===== config.mk =====
export PLATFORM = sky130hd
export DESIGN_NAME = lj_min_cmp_arbiter
export DESIGN_NICKNAME = d
export VERILOG_FILES = /design/src/rtl/lj_pkg.sv /design/src/rtl/lj_fp32_abs_min.sv /design/src/rtl/lj_rr_arbiter.sv /design/src/rtl/lj_min_cmp_arbiter.sv
export SDC_FILE = /design/constraint.sdc
export NUM_CORES = 1
export LEC_CHECK = 0
export BUFFER_PORTS_ARGS = -buffer_cell sky130_fd_sc_hd__buf_4
export CORE_ASPECT_RATIO = 1.1
export CORE_MARGIN = 5
export CORE_UTILIZATION = 49
export DETAILED_ROUTE_END_ITERATION = 6
export PLACE_DENSITY = 0.93
export SYNTH_ARGS = -nofsm -noshare
export SYNTH_HDL_FRONTEND = slang
export SYNTH_SLANG_ARGS = --single-unit

===== constraint.sdc =====
create_clock -name clk -period 3.7 [get_ports clk]
set_input_delay 0.185 -clock clk [delete_from_list [all_inputs] [get_ports clk]]
set_output_delay 0.185 -clock clk [all_outputs]
set_load 0.1 [all_outputs]

===== src/rtl/lj_pkg.sv =====
// rtl/lj_pkg.sv - shared fp32 field widths and types for the LJ force pipeline
package lj_pkg;

  localparam int FP32_W        = 32;
  localparam int FP32_SIGN_BIT = 31;
  localparam int FP32_MAG_W    = 31;

  typedef struct packed {
    logic                  sign;
    logic [FP32_MAG_W-1:0] mag;
  } fp32_t;

endpackage


===== src/rtl/lj_fp32_abs_min.sv =====
// rtl/lj_fp32_abs_min.sv - fp32 absolute-value minimum, sign always taken from a
module lj_fp32_abs_min
  import lj_pkg::*;
(
  input  fp32_t a,
  input  fp32_t b,
  output fp32_t min_val
);

  // Raw magnitude compare: NaN/Inf order by bit pattern, ties and +/-0 pick a.
  always_comb begin
    min_val.sign = a.sign;
    min_val.mag  = (a.mag <= b.mag) ? a.mag : b.mag;
  end

endmodule


===== src/rtl/lj_rr_arbiter.sv =====
// rtl/lj_rr_arbiter.sv - round-robin grant search starting at ptr, one-hot plus index
module lj_rr_arbiter #(
  parameter int N     = 4,
  parameter int IDX_W = 2
) (
  input  logic [N-1:0]     req,
  input  logic [IDX_W-1:0] ptr,
  output logic [N-1:0]     grant_oh,
  output logic [IDX_W-1:0] grant_idx,
  output logic             grant_valid
);

  int               k;
  logic [IDX_W-1:0] idx;

  always_comb begin
    grant_oh    = '0;
    grant_idx   = '0;
    grant_valid = 1'b0;
    k           = 0;
    idx         = '0;
    for (int off = 0; off < N; off++) begin
      k = int'(ptr) + off;
      if (k >= N) k = k - N;
      idx = IDX_W'(k);
      if (!grant_valid && req[idx]) begin
        grant_valid   = 1'b1;
        grant_oh[idx] = 1'b1;
        grant_idx     = idx;
      end
    end
  end

endmodule


===== src/rtl/lj_min_cmp_arbiter.sv =====
// rtl/lj_min_cmp_arbiter.sv - round-robin shared fp32 abs-min unit with 2-stage pipeline
module lj_min_cmp_arbiter
  import lj_pkg::*;
#(
  parameter int NUM_REQ = 4,
  parameter int ID_W    = 2
) (
  input  logic                        clk,
  input  logic                        rst_n,
  input  logic [NUM_REQ-1:0]          req_valid,
  output logic [NUM_REQ-1:0]          req_ready,
  input  logic [FP32_W*NUM_REQ-1:0]   req_a,
  input  logic [FP32_W*NUM_REQ-1:0]   req_b,
  output logic                        out_valid,
  input  logic                        out_ready,
  output logic [FP32_W-1:0]           out_min,
  output logic [ID_W-1:0]             out_id,
  output logic                        busy
);

  logic [NUM_REQ-1:0] grant_oh;
  logic [ID_W-1:0]    grant_idx;
  logic               grant_valid;
  logic [ID_W-1:0]    rr_ptr;

  fp32_t              s1_a, s1_b, cmp_min, s2_min;
  logic [ID_W-1:0]    s1_id, s2_id;
  logic               s1_valid, s2_valid;
  logic               s1_to_s2, s1_en, accept;

  lj_rr_arbiter #(.N(NUM_REQ), .IDX_W(ID_W)) u_arb (
    .req         (req_valid),
    .ptr         (rr_ptr),
    .grant_oh    (grant_oh),
    .grant_idx   (grant_idx),
    .grant_valid (grant_valid)
  );

  lj_fp32_abs_min u_cmp (
    .a       (s1_a),
    .b       (s1_b),
    .min_val (cmp_min)
  );

  assign s1_to_s2  = s1_valid && (!s2_valid || out_ready);
  assign s1_en     = !s1_valid || s1_to_s2;
  // Gating on rst_n keeps req_ready low while the async reset is asserted.
  assign accept    = rst_n && s1_en && grant_valid;
  assign req_ready = accept ? grant_oh : '0;

  always_ff @(posedge clk or negedge rst_n) begin
    if (!rst_n) begin
      s1_valid <= 1'b0;
      s1_a     <= '0;
      s1_b     <= '0;
      s1_id    <= '0;
      s2_valid <= 1'b0;
      s2_min   <= '0;
      s2_id    <= '0;
      rr_ptr   <= '0;
    end else begin
      if (s1_to_s2) begin
        s2_min   <= cmp_min;
        s2_id    <= s1_id;
        s2_valid <= 1'b1;
      end else if (out_ready) begin
        s2_valid <= 1'b0;
      end
      if (s1_en) s1_valid <= accept;
      if (accept) begin
        s1_a   <= req_a[grant_idx*FP32_W +: FP32_W];
        s1_b   <= req_b[grant_idx*FP32_W +: FP32_W];
        s1_id  <= grant_idx;
        rr_ptr <= (grant_idx == ID_W'(NUM_REQ-1)) ? '0 : grant_idx + 1'b1;
      end
    end
  end

  assign out_valid = s2_valid;
  assign out_min   = s2_min;
  assign out_id    = s2_id;
  assign busy      = s1_valid || s2_valid;

endmodule

==> metrics.txt <==
Max-Cap Viols=0; maximum VDD drop=0.528 mV; CP Data Arrival Time=3.40 ns; Via density=5.85; power consumption=0.00979 W; layout cells sized above 1=38.7%; Unique masters post-synth=between 40 and 50; TritonCTS Buffers=9; Max clock buf depth=2; post-CTS sizing=0; Mapped Nets=roughly 1100; core area=between 10000 and 15000 um^2; max_slew headroom=a little over a fifth; Final period util=a little under nine tenths; I/O pin cnt=roughly 300; Main synth FF type=dfrtp_1; post-route ant nets=0; H-tree level count=3; leakage power=approximately 4.5 nW; crit path max fanout=20; first-pass iteration count of the detailed router=5; CTS clk-pin slew, worst paths=roughly 0.070 ns; Final min period=3.18 ns; CP bufs+invs=2; Cells after Synth=~770; Post-synth EDFFs=0; Post-CTS Setup Inserts=0; final setup margin=between 0.5 and 0.6 ns; Crit Path Category=register to register; Crit path depth=9; largest stage delay on the critical path=roughly 0.52 ns; CP cell instances=inv_1, ha_1, mux4_2, a221oi_1, o21ai_1, or2_2, buf_4, a211oi_1, nor2_1; Vias=7196; critical path data required time=3.92 ns; FF-to-FF Start=rr_ptr[0]; Top Family by Delay on Critical Path=compound AO/OA/AOI/OAI gates; hold_ws=-0.0251 ns; detailed-route wire length per cell=18.7 um; vias in the first global route=7444; Worst-Skew Late Latency=0.34 ns; commonest non-fill, non-tap cell in the layout=buf_4; failing checks=hold timing; final hold vios=15; Die Ht=between 100 and 150 um; DP Worst Slack=between 0.5 and 0.6 ns; initial core utilization=a little under 50%; row count=46; die width=125 um; Global Route Usage Sum=between 20% and 30%; # hold bufs at CTS=0; Filler Cells Inserted=around 1100; post-route design area=a little under 10000 um^2; Synthesis Warnings=0; Layout area overhead=37.4%; startpoint types=register; Async SR Flop Fraction=100%; antenna cells=0; DRC=0; setup slack, reg-to-reg=between 0.5 and 0.6 ns; Root Buffer=clkbuf_16; drt initial violations=roughly 540; CP max stage cell=or2_2; Setup-failing EPs final=0; Least-Margin Pin Slew=about 1.2 ns; cell area after synthesis=7080 um^2; WL final=about 23000 um; CTS tree=built; fin util=roughly 70%; status=complete, but fails checks; Power per Cell Area=between 1000 and 1500 nW/um^2; DP Area=9430 um^2; final net count=1336; dpl hpwl=17200 um; Max Clock Freq=about 310 MHz; Final Slew Violations=0; initial antenna violation count=0; TNS Setup=0 ns; RSZ-0062 raised after global routing=no; IO buf count=~300; Fin Clk Skew=0.00824 ns; CTS sink count=103; Synth Register Bits=slightly above 100; Hold/Removal Path Class=primary input to asynchronous set/reset pin; die area=between 15000 and 20000 um^2; Seq/Total Area, Yosys=a little over a third; first-pass GRT wire length=approximately 37000 um; Routability Congestion=about 0.87; largest net degree at the start of global routing=84; Mean Syn Cell Area=between 9 and 10 um^2; R2R depth=9; GR Overflow Total=0; Worst Setup End Kind=register; most frequent cells in the layout=buf_4, dfrtp_1, nor2_1; Worst R2R End=s1_a[10]
==> Yosys cell counts, drive strengths merged, types with 3 or more instances <==
cell type  instances  area, um^2
buf               21         176
nand2b             5        31.3
dfrtp            103        2580
a22oi              5        51.3
mux2              95        1070
a221oi             7        61.3
a21o               6        45.0
clkbuf            40         150
a31oi             31         194
a211oi            33         248
and2               3        18.8
a21oi             75         375
nor2b             36         233
o22ai             63         394
nor2              77         289
and4               3        26.3
inv               34         128
o21ai             39         195
ha                39         488
nand4              7        43.8
nand2             23        86.3
==> final cells by class <==
cell class | instances | area (um^2) | share of cell area (%)
repair buffers | 317 | 2420 | 24.9
well taps | 192 | 240 | 2.47
clock inverters | 5 | 58.8 | 0.605
inverters | 34 | 128 | 1.31
flip-flops and latches | 103 | 2580 | 26.5
multi-input cells | 569 | 4060 | 41.8
clock buffers | 10 | 239 | 2.46
==> cell families (layout without fill, tap and decap cells) <==
family	after synthesis	count (layout)	share of synthesized area [%]
simple gates	163	163	11.1
fa+ha+maj	39	39	6.89
compound gates	268	268	23.1
flops	103	103	36.4
buf+inv	95	366	6.42
mux	98	98	15.9
xor+xnor	1	1	0.124
==> metrics by stage <==
stage	hold WS [ns]	cells
final	-0.0251	1230
after global placement	0.360	1215
after detailed placement	0.370	1215
after floorplan	-0.111	767
after global routing	0.0504	1230
after CTS	0.00738	1230
==> layer usage <==
layer	global-route usage (%)	vias to the layer above	wire length (um)
met4	8.77	0	560
li1	-	3372	-
met2	48.6	335	12200
met1	30.8	3441	8570
met3	5.42	48	1640
met5	0	-	0
==> flip-flops by register name (all words and copies together), names as in the netlist <==
register and cells:
out_min 32, s1_a 32, s1_b 31, out_id 2, rr_ptr 2, s1_id 2, out_valid 1, s1_valid 1
==> report_power, final <==
group | total [W] | leakage [nW] | internal [W] | switching, W
clock network | 0.000957 | 0.141 | 0.000540 | 0.000417
registers | 0.00205 | 1.14 | 0.00168 | 0.000369
logic | 0.00678 | 3.19 | 0.00235 | 0.00443
total | 0.00979 | 4.47 | 0.00457 | 0.00522
==> worst max path at each step <==
stage | startpoint | end | slack, ns
5_1_grt | rr_ptr[0] | s1_a[25] | 0.37
3_3_place_gp | rr_ptr[0] | s1_a[11] | 0.65
3_5_place_dp | rr_ptr[0] | s1_a[10] | 0.54
4_1_cts | rr_ptr[0] | s1_a[10] | 0.53
2_1_floorplan | rr_ptr[1] | req_ready[0] | 0.30
6_report | rr_ptr[0] | s1_a[10] | 0.52
==> worst reg2reg max path: stages (launching register included) <==
cell and delay, ns:
dfrtp_1 0.38, inv_1 0.20, ha_1 0.35, mux4_2 0.42, a221oi_1 0.33, o21ai_1 0.18
or2_2 0.52, buf_4 0.28, a211oi_1 0.31, nor2_1 0.09
No activity file was read; power rests on OpenSTA's default activity.
